### src/rtl/clk_sched_pkg.sv
// Shared types and defaults for the scheduled clock divider.
// Imported by the top level; sub-modules take widths as parameters.
package clk_sched_pkg;

    localparam int CNT_W        = 16;
    localparam int DEFAULT_HALF = 8;

    typedef enum logic [1:0] {
        IDLE    = 2'd0,
        RUN     = 2'd1,
        PENDING = 2'd2
    } state_t;

endpackage

### src/rtl/clk_sched_counter.sv
// Half-period counter and toggle flop for the divided clock.
// fall is combinational: high on the cycle whose edge drives clk_out 1->0.
module clk_sched_counter #(
    parameter int CNT_W = 16
) (
    input  logic             clk,
    input  logic             reset,
    input  logic [CNT_W-1:0] half,
    input  logic             run,
    output logic             clk_out,
    output logic             tick,
    output logic             fall
);

    logic [CNT_W-1:0] cnt;
    logic             wrap;

    assign wrap = run && (cnt == half - CNT_W'(1));
    assign fall = wrap && clk_out;

    always_ff @(posedge clk or posedge reset) begin
        if (reset) begin
            cnt     <= '0;
            clk_out <= 1'b0;
            tick    <= 1'b0;
        end else if (!run) begin
            cnt     <= '0;
            clk_out <= 1'b0;
            tick    <= 1'b0;
        end else if (wrap) begin
            cnt     <= '0;
            clk_out <= ~clk_out;
            tick    <= ~clk_out;
        end else begin
            cnt     <= cnt + CNT_W'(1);
            tick    <= 1'b0;
        end
    end

endmodule

### src/rtl/clk_div_sched.sv
// Clock divider with glitch-free reconfiguration: changes made while
// running are deferred to the next falling edge of clk_out.
module clk_div_sched #(
    parameter int CNT_W        = clk_sched_pkg::CNT_W,
    parameter int DEFAULT_HALF = clk_sched_pkg::DEFAULT_HALF,
    parameter bit START_ON     = 1'b1
) (
    input  logic             clk,
    input  logic             reset,
    input  logic             cfg_valid,
    output logic             cfg_ready,
    input  logic [CNT_W-1:0] cfg_half,
    input  logic             cfg_enable,
    output logic             clk_out,
    output logic             tick,
    output logic             busy
);

    import clk_sched_pkg::*;

    state_t           state;
    logic [CNT_W-1:0] half_reg;
    logic [CNT_W-1:0] pend_half;
    logic [CNT_W-1:0] half_in;
    logic             pend_enable;
    logic             accept;
    logic             fall;

    assign accept  = cfg_valid && cfg_ready;
    assign half_in = (cfg_half == '0) ? CNT_W'(1) : cfg_half;

    always_ff @(posedge clk or posedge reset) begin
        if (reset) begin
            state       <= START_ON ? RUN : IDLE;
            busy        <= START_ON;
            cfg_ready   <= 1'b1;
            half_reg    <= CNT_W'(DEFAULT_HALF);
            pend_half   <= '0;
            pend_enable <= 1'b0;
        end else begin
            unique case (state)
                IDLE: begin
                    if (accept) begin
                        half_reg <= half_in;
                        if (cfg_enable) begin
                            state <= RUN;
                            busy  <= 1'b1;
                        end
                    end
                end
                RUN: begin
                    if (accept) begin
                        pend_half   <= half_in;
                        pend_enable <= cfg_enable;
                        state       <= PENDING;
                        cfg_ready   <= 1'b0;
                    end
                end
                PENDING: begin
                    // Swap only at the end of a high phase so no phase is cut short
                    if (fall) begin
                        half_reg  <= pend_half;
                        cfg_ready <= 1'b1;
                        busy      <= pend_enable;
                        state     <= pend_enable ? RUN : IDLE;
                    end
                end
                default: begin
                    state     <= IDLE;
                    busy      <= 1'b0;
                    cfg_ready <= 1'b1;
                end
            endcase
        end
    end

    clk_sched_counter #(
        .CNT_W (CNT_W)
    ) u_counter (
        .clk     (clk),
        .reset   (reset),
        .half    (half_reg),
        .run     (busy),
        .clk_out (clk_out),
        .tick    (tick),
        .fall    (fall)
    );

endmodule

### config.mk
export PLATFORM = sky130hd
export DESIGN_NAME = clk_div_sched
export DESIGN_NICKNAME = d
export VERILOG_FILES = /design/src/rtl/clk_sched_pkg.sv /design/src/rtl/clk_sched_counter.sv /design/src/rtl/clk_div_sched.sv
export SDC_FILE = /design/constraint.sdc
export NUM_CORES = 1
export LEC_CHECK = 0
export ABC_AREA = 1
export BUFFER_PORTS_ARGS = -buffer_cell sky130_fd_sc_hd__buf_2
export CAP_MARGIN = 20
export CORE_ASPECT_RATIO = 0.8
export CORE_MARGIN = 2
export CORE_UTILIZATION = 51
export CTS_CLUSTER_DIAMETER = 150
export DETAILED_ROUTE_END_ITERATION = 8
export PLACE_DENSITY = 0.72
export SLEW_MARGIN = 30
export SYNTH_ARGS = -nofsm -noshare
export SYNTH_HDL_FRONTEND = slang
export SYNTH_SLANG_ARGS = --single-unit
### constraint.sdc
create_clock -name clk -period 1.9 [get_ports clk]
set_input_delay 0.57 -clock clk [delete_from_list [all_inputs] [get_ports clk]]
set_output_delay 0.57 -clock clk [all_outputs]
set_load 0.05 [all_outputs]
== Word level (Yosys, flattened, before mapping) ==
Index checks and enable logic that the tools add are counted.

* Register bits: 55
* Memory bits (writable): 0
* ROM bits: 0
* Logic and storage cells: 56
* Bits of input ports: 20
* Latch bits: 0
* Output and inout bits: 4
* Memories kept: 0

* Multiply operators: 0
* Equal/unequal tests: 8
* Bitwise logic cells: 3
* Magnitude comparators: 0
* Div/mod/pow operators: 0
* Mux-type cells: 23
* Add/sub/neg operators: 2
* Shift-type cells: 0
* Reduce and logical (&&, ||, !) cells: 11

{| class="wikitable"
|+ Operators with widths
! operator !! number
|-
| $mux 16 || 5
|-
| $pmux 16 s2 || 1
|-
| $add 16x1->16 const B || 1
|-
| $eq 16x16->1 || 1
|-
| $logic_not 16->1 || 1
|-
| $sub 16x1->16 const B || 1
|-
| $mux 1 || 10
|-
| $mux 2 || 4
|-
| $ne 2x2->1 const B || 4
|-
| $reduce_and 4->1 || 2
|-
| $pmux 1 s3 || 2
|-
| $pmux 2 s3 || 1
|-
| $reduce_and 3->1 || 2
|-
| $logic_and 1x1->1 || 3
|-
| $not 1->1 || 3
|-
| $eq 2x1->1 const B || 1
|-
| $eq 2x2->1 const B || 1
|-
| $logic_not 2->1 || 1
|-
| $ne 2x1->1 const B || 1
|-
| $reduce_and 2->1 || 1
|-
| $reduce_bool 2->1 || 1
|}

== Depth between registers and ports, before layout ==
Gate-level depths: netlist (run 1).

* Depth in word-level cells: 6
* Mapped depth: 17
* Mapped depth without buffers: 16

== Cells and area by module ==
From an unflattened synthesis (run 1), not the netlist that was laid out.

* Cell total of the unflattened synthesis: 508
* Area total of the unflattened synthesis: 3,568.4 µm²

{| class="wikitable"
|+ By module, submodules not included
! module !! seq. area each (µm²) !! area each (µm²) !! cells an instance !! times used
|-
| clk_div_sched || 930.9 || 1,793.0 || 219 || 1
|-
| clk_sched_counter || 450.4 || 1,775.5 || 289 || 1
|}

== Worst setup path after synthesis (run 1) ==
Ideal clock, no wire load.

* Kind: reg2reg
* Start point: register half_reg[0]
* End point: register half_reg[4]
* Library setup time: 0.123 ns
* Arrival: 1.971 ns
* Clock period less this slack: 2.095 ns
* Required time: 1.777 ns
* Path slack: -0.195 ns
* Stages on the path, launching flop included: 17
* Buffers on the path: 1
* Cell sequence: dfrtp_1 -> inv_1 -> ha_1 -> nand2_1 -> nor2_1 -> nand3_1 -> nand2_1 -> nand2_1 -> nor2_1 -> nand3_1 -> nor2_2 -> nand3_2 -> nand2_4 -> nand2_4 -> buf_6 -> nand2_1 -> o21ai_2

* Cells in the longest elaborated chain, start to end: 6

{| class="wikitable"
|+ Ends and longest elaborated chain
! item !! line !! RTL
|-
| start: declaration || clk_div_sched.sv:22 || <nowiki>logic [CNT_W-1:0] half_reg;</nowiki>
|-
| start signal: assignment || clk_div_sched.sv:37 || <nowiki>half_reg <= CNT_W'(DEFAULT_HALF);</nowiki>
|-
| start signal: assignment || clk_div_sched.sv:44 || <nowiki>half_reg <= half_in;</nowiki>
|-
| start signal: assignment || clk_div_sched.sv:62 || <nowiki>half_reg <= pend_half;</nowiki>
|-
| $sub 16x1->16 || clk_sched_counter.sv:18 || <nowiki>assign wrap = run && (cnt == half - CNT_W'(1));</nowiki>
|-
| $eq 16x16->1 || clk_sched_counter.sv:18 ||
|-
| $logic_and 1x1->1 || clk_sched_counter.sv:18 ||
|-
| $logic_and 1x1->1 || clk_sched_counter.sv:19 || <nowiki>assign fall = wrap && clk_out;</nowiki>
|-
| $ne 2x2->1 (no source line) || n/a ||
|-
| $reduce_and 3->1 (no source line) || n/a ||
|}

No other way between the ends.
A chain may end at the register's enable or synchronous reset.

== Worst setup path after layout (run 1) ==
* Start point: register half_reg[1]
* End point: register half_reg[0]

Same word-level chain as after synthesis.

==> metrics.txt, run 1 <==
status=finished with violations; failing checks=setup timing; Setup Skew=0.00591 ns; TritonCTS buffer count=5; synth top area cells=dfrtp_1, nand2_1, inv_1; Crit Path Class=flip-flop to flip-flop; layout cells sized above 1=39.5%; post-synthesis sequential area ratio=a little over two fifths; Post-Route WL=7.90 mm; DRT iter0 DRCs=~120; yosys warns=0; clock share of power=roughly a tenth; fmax=around 440 MHz; period utilisation layout=119%; row cnt=26; wire length per cell=13.0 um; Chip Height=~76 um; CTS tree=yes; internal power=between 3 and 4 mW; global router's overall resource usage=approximately 23%; CTS Buffer Depth=2; unrepaired setup endpoints after global routing=yes; P_leak=2.19 nW; # setup viols final=38; Clock Root Buffer=clkbuf_8; Nets=about 550; Place WS=-0.280 ns; final HPWL from detailed placement=~5.4 mm; clk sinks=55; Fin. Hold Viols=0; Synth Cell Area=between 3000 and 4000 sq um; post-route antenna net violation count=0; Layout Utilization=a little under three quarters; drt drc=0; CP endpoint kind=flip-flop; fin crit period=between 2 and 2.5 ns; vias in the first global route=~2,800; Max-Cap Viols=0; critical path arrival=approximately 2.5 ns; I/O Buffers=23; max_slew headroom=between 60 and 70%; Skew-Pair Late Insertion Delay=between 0.3 and 0.4 ns; Synth Net Count=approximately 450; final instance area=between 4000 and 5000 sq um; Synth area leader=dfrtp_1; Worst EP required=2.10 ns; Logic pwr share=between 60% and 70%; VDD IR-drop max=~0.00073 V; total power=a little under 7 mW; Yosys cell types=35; grt ovf=0; DR pass1 iterations=5; cell count after synthesis=431; #FFs+latches synth=between 50 and 60; Core Area=6280 sq um; Reg power frac=between 20 and 30%; via-per-instance ratio=between 5 and 6; H-tree depth=2; Switching Fraction=43.2%; Hold Crit Class=input pin to asynchronous set/reset pin; setup_tns=-9.05 ns; Slew @ Worst Pin=approximately 0.54 ns; Placer Congestion=approximately 0.84; final-layout fill cell count=approximately 470; worst-path fanout max=7; die area=7050 sq um; largest net degree at the start of global routing=just over 40; Slew Viols, Final=0; commonest non-fill, non-tap cell in the layout=nand2_1; Vias=3,084; ant diodes=0; Avg Inst Size Synth=about 7.6 sq um; initial antenna violation count=0; initial core utilization=51.9%; Area Overhead vs Synth=36.8%; Worst-path clk slew=0.10 ns; crit path launch type=flip-flop; Setup WS post-layout=-0.359 ns; Synth top area share=39.2%; Die W=between 90 and 100 um; I/O pin cnt=24; most frequent cells in the layout=nand2_1, buf_4, inv_1, dfrtp_1, o21ai_0; Area after DPL=between 3000 and 4000 sq um; PD cells=1560 nW/um^2; Psw=around 3 mW; first-pass GRT wire length=12.5 mm
metrics by stage:
stage / hold WS (ns) / cells
2_1_floorplan: 0.448 / 431
3_3_place_gp: 0.461 / 586
3_5_place_dp: 0.468 / 586
4_1_cts: 0.235 / 607
5_1_grt: 0.253 / 608
6_report: 0.225 / 608
critical path, cell delays in order, from the launching register on:
cell and delay [ns]:
dfrtp_1 0.44, inv_2 0.08, ha_4 0.18, nand2_8 0.08, nor2_4 0.13, nand3_1 0.11, nand2_1 0.11, nand2_1 0.07
inv_1 0.07, nand3_2 0.12, nor2_4 0.15, nand3_2 0.11, nand2_4 0.10, nand2_8 0.10, buf_4 0.18, nand2_1 0.06
o21ai_2 0.05
logic make-up after synthesis:
kind of cell	synth area share (%)
xor+xnor	5.91
simple gates	30.5
compound gates	12.2
buf+inv	8.29
flops	42.4
fa+ha+maj	0.768
path summary, 6_finish.rpt:
path	start	end	slack (ns)	cells past startpoint
setup / recovery	half_reg[1]	half_reg[0]	-0.36	16
hold / removal	reset	pend_half[5]	0.23	2
setup reg to reg	half_reg[1]	half_reg[0]	-0.36	16
hold reg to reg	cfg_ready	cfg_ready	0.49	2
max in group asynchronous	reset	busy	1.10	3
min in group clk	cfg_ready	cfg_ready	0.49	2
what timing repair did:
| action | 4_1_cts | 5_1_grt |
|---|---|---|
| endpoints found under the setup margin | 35 | 38 |
| pin swaps | 7 | 11 |
| cloned | 2 | 1 |
| resized for setup | 36 | 30 |
| hold buffers | 0 | 0 |
| setup buffers | 12 | 2 |
cell type report:
cell class	instances	area [sq um]	share of cell area, %
well taps	84	105	2.36
repair buffers	97	782	17.5
clock buffers	5	68.8	1.54
multi-input cells	313	1900	42.6
inverters	52	199	4.46
clock inverters	2	16.3	0.365
flip-flops and latches	55	1390	31.1
cell usage after synthesis:
cell	count
nor2_2	3
a31o_2	1
clkbuf_1	6
or2_2	2
nor4_1	2
ha_1	2
dfstp_2	4
o21ai_2	16
dfrtp_1	51
xor2_1	8
nand3_2	1
a211oi_1	1
nand2_1	121
nor3_2	1
inv_1	51
and2_1	1
nand3_1	20
inv_2	1
nor3_1	5
buf_4	1
o21a_1	1
o21ai_0	38
nor2_4	3
o21bai_1	1
nor2_1	47
xnor2_1	14
nor3b_1	3
a31oi_1	2
buf_6	4
nand2_2	2
a21oi_1	3
nand2_4	2
nand4_1	11
and2_2	1
a21o_1	1
layer usage:
layer  GRT usage, %  part of all wire [%]
met5              0                     0
met4           8.33                   2.7
met3           3.86                   4.0
met2           38.0                    47
met1           29.8                    46
power by group through the flow:
stage          Sequential [mW]  Combinational (mW)  Clock (mW)
3_3_place_gp              1.95                3.28           0
3_5_place_dp              1.97                3.35           0
4_1_cts                   1.98                3.91       0.681
2_1_floorplan             1.98                2.13           0
5_1_grt                   2.07                4.63       0.728
6_report                  2.02                4.25       0.665
Note: power is estimated with default switching activity, not from simulation.
==> run 2: changes to the inputs <==
- ABC_AREA: 1 -> 0
==> metrics.txt, run 2 <==
M1 GR Usage=32.1% (+2.2 points); wire length per cell=16.3 um (+25%); internal power=3.47 mW (-12%); die area=6520 sq um (-7.5%); first-pass GRT wire length=12.1 mm (-2.7%); unrepaired setup endpoints after global routing=yes; Setup Skew=0.00890 ns (+0.00299 ns); I/O Buffers=23 (unchanged); cell count after synthesis=285 (-34%); global routing's busiest layer=met2; Die W=89.8 um (-3.8%); commonest non-fill, non-tap cell in the layout=buf_4; Post-synth top cells=dfrtp_1, nor2_1, xnor2_1, xor2_1, mux2_2; grt ovf=0 (unchanged); top-count cell post-synth=dfrtp_1; Worst EP required=2.15 ns (+0.05 ns); post-route antenna net violation count=0 (unchanged); Synth area leader=dfrtp_1; crit path launch type=flip-flop; Synth Net Count=307 (-32%); DRT iter0 DRCs=149 (+21%); drt drc=0 (unchanged); global router's overall resource usage=23.4% (+0.81 points); GR Util met3=3.82% (-0.035 points); CP endpoint kind=flip-flop; max_slew headroom=69.4% (+5.0 points); H-tree depth=2 (unchanged); # setup viols final=38 (unchanged); post-synthesis sequential area ratio=46.0% (+3.6 points); ant diodes=0 (unchanged); cts hold-fix bufs=0 (unchanged); critical path arrival=3.19 ns (+0.73 ns); R2R Setup Slk=-1.04 ns (-0.68 ns); Placer Congestion=0.793 (-6.1%); P_leak=1.85 nW (-16%); Hold Crit Class=input pin to asynchronous set/reset pin; fin crit period=2.94 ns (+0.676 ns); VDD IR-drop max=0.000741 V (+1.1%); clk sinks=55 (unchanged); vias in the first global route=2,552 (-8.5%); Nets=395 (-28%); Slew @ Worst Pin=0.456 ns (-0.0793 ns); PD cells=1380 nW/um^2 (-11%); number of synthesized flops with an enable pin=0 (unchanged); Reg power frac=33.9% (+4.8 points); Psw=2.03 mW (-32%); Worst setup endpoint=half_reg[8]; Layout Utilization=71.7% (+0.73 points); status=finished with violations; row cnt=24 (-7.7%); Post-Route WL=7.35 mm (-7.0%); synth top area cells=dfrtp_1, mux2_2, xnor2_1; initial antenna violation count=0 (unchanged); R2R cell count=9 (-7); met2 usage=40.6% (+2.5 points); Chip Height=72.6 um (-3.8%); period utilisation layout=155% (+36 points); most frequent cells in the layout=buf_4, dfrtp_1, nor2_1, buf_2, xor2_1; reg2reg start=half_reg[5]; Avg Inst Size Synth=10.5 sq um (+39%); fmax=341 MHz (-23%); Synth top area share=42.5% (+3.3 points); #FFs+latches synth=55 (unchanged); Skew-Pair Late Insertion Delay=0.31 ns (about the same); main flop type after synthesis=dfrtp_1; CTS Buffer Depth=2 (unchanged); failing checks=setup timing; Crit Path Class=flip-flop to flip-flop; layout cells sized above 1=40.4% (+0.87 points); Switching Fraction=36.9% (-6.3 points); Vias=2,545 (-17%); Yosys cell types=53 (+51%); ys async rst share=100% (unchanged); Clock Root Buffer=clkbuf_8; largest net degree at the start of global routing=56 (+37%); total power=5.50 mW (-21%); Worst-path clk slew=0.10 ns (about the same); via-per-instance ratio=5.63 (+11%); I/O pin cnt=24 (unchanged); Max-Cap Viols=0 (unchanged); Synth Cell Area=3000 sq um (-7.9%); initial core utilization=54.1% (+2.1 points); yosys warns=0 (unchanged); final HPWL from detailed placement=5.29 mm (-2.4%); Setup WS post-layout=-1.04 ns (-0.676 ns); DR pass1 iterations=4 (-1); Logic pwr share=53.6% (-7.7 points); clock share of power=12.6% (+3.0 points); CTS tree=yes; Area Overhead vs Synth=32.7%; TritonCTS buffer count=5 (unchanged); reg2reg end=half_reg[8]; crit path from=half_reg[5]; Core Area=5560 sq um (-12%); Fin. Hold Viols=0 (unchanged); worst-path fanout max=7 (unchanged); Slew Viols, Final=0 (unchanged)
## run 2: cell types whose count changed after synthesis, sizes merged, moves of 5 or more
cell	before	now
nand2	125	10
o21ai	54	3
inv	52	10
nor2	53	25
mux2	0	16
a221o	0	15
and2	2	14
xor2	8	17
nor4	2	10
nand4	11	4
or4	0	7
nand3	21	15
and3	0	5
## run 2: worst max-delay path, stage by stage, from the launching register on
cell       delay (ns)
dfrtp_1          0.42
or4_4            0.53
or4_1            0.48
a32oi_1          0.22
mux2i_2          0.15
or4_4            0.46
nor4_4           0.15
buf_4            0.18
clkbuf_16        0.15
a221o_1          0.14
## run 2: per-layer routing
metal	wire length (um)	share of wire, %
met5	0	0
met4	42	0.57
met2	3640	49
met1	3400	46
met3	261	3.6
## run 2: worst min path at each step
stage	cells after the start	end	slack, ns	start
after CTS	3	pend_half[2]	0.33	reset
after floorplan	2	pend_half[0]	0.45	pend_half[0]
after detailed placement	1	pend_half[15]	0.49	pend_half[15]
final	3	pend_half[2]	0.31	reset
after global routing	3	pend_half[9]	0.35	reset
after global placement	1	half_reg[11]	0.49	pend_half[11]
## run 2: through the flow
stage | setup TNS (ns) | worst slack, ns | hold WS [ns] | cells | instance area, sq um
2_1_floorplan | -33.41 | -1.04 | 0.451 | 285 | 3030
3_3_place_gp | -33.81 | -0.973 | 0.488 | 434 | 3690
3_5_place_dp | -37.29 | -1.13 | 0.493 | 434 | 3690
4_1_cts | -32.22 | -0.954 | 0.329 | 447 | 3880
5_1_grt | -37.53 | -1.13 | 0.347 | 452 | 3990
6_report | -33.46 | -1.04 | 0.313 | 452 | 3990
## run 2: cell families after synthesis
logic type               after synthesis  synth area share [%]
multiplexers                          17                  6.33
buffers and inverters                 24                  3.62
XOR/XNOR                              35                  10.7
flip-flops                            55                  46.0
AO/OA/AOI/OAI                         41                  11.7
AND/OR/NAND/NOR                      111                  20.9
adder cells (fa/ha/maj)                2                 0.833
## run 2: layout make-up
class / count / area [sq um]
Fill cell: 406 / 1570
Timing Repair Buffer: 95 / 748
Clock inverter: 2 / 16.3
Inverter: 10 / 41.3
Clock buffer: 6 / 82.6
Tap cell: 78 / 97.6
Multi-Input combinational cell: 206 / 1620
Sequential cell: 55 / 1380
## run 2: power groups by stage
stage                     clock [mW]  sequential [mW]  combinational (mW)
after floorplan                    0             1.85                1.49
after global placement             0             1.86                2.47
after detailed placement           0             1.87                2.56
after CTS                      0.698             1.86                2.78
after global routing           0.751             1.91                3.21
final                          0.692             1.86                2.95
## run 2: timing repair
| item | 4_1_cts | 5_1_grt |
|---|---|---|
| setup buffers | 5 | 5 |
| setup endpoints to repair | 38 | 38 |
| pin swaps | 2 | 12 |
| gates cloned | 0 | 1 |
| resized for setup | 7 | 11 |
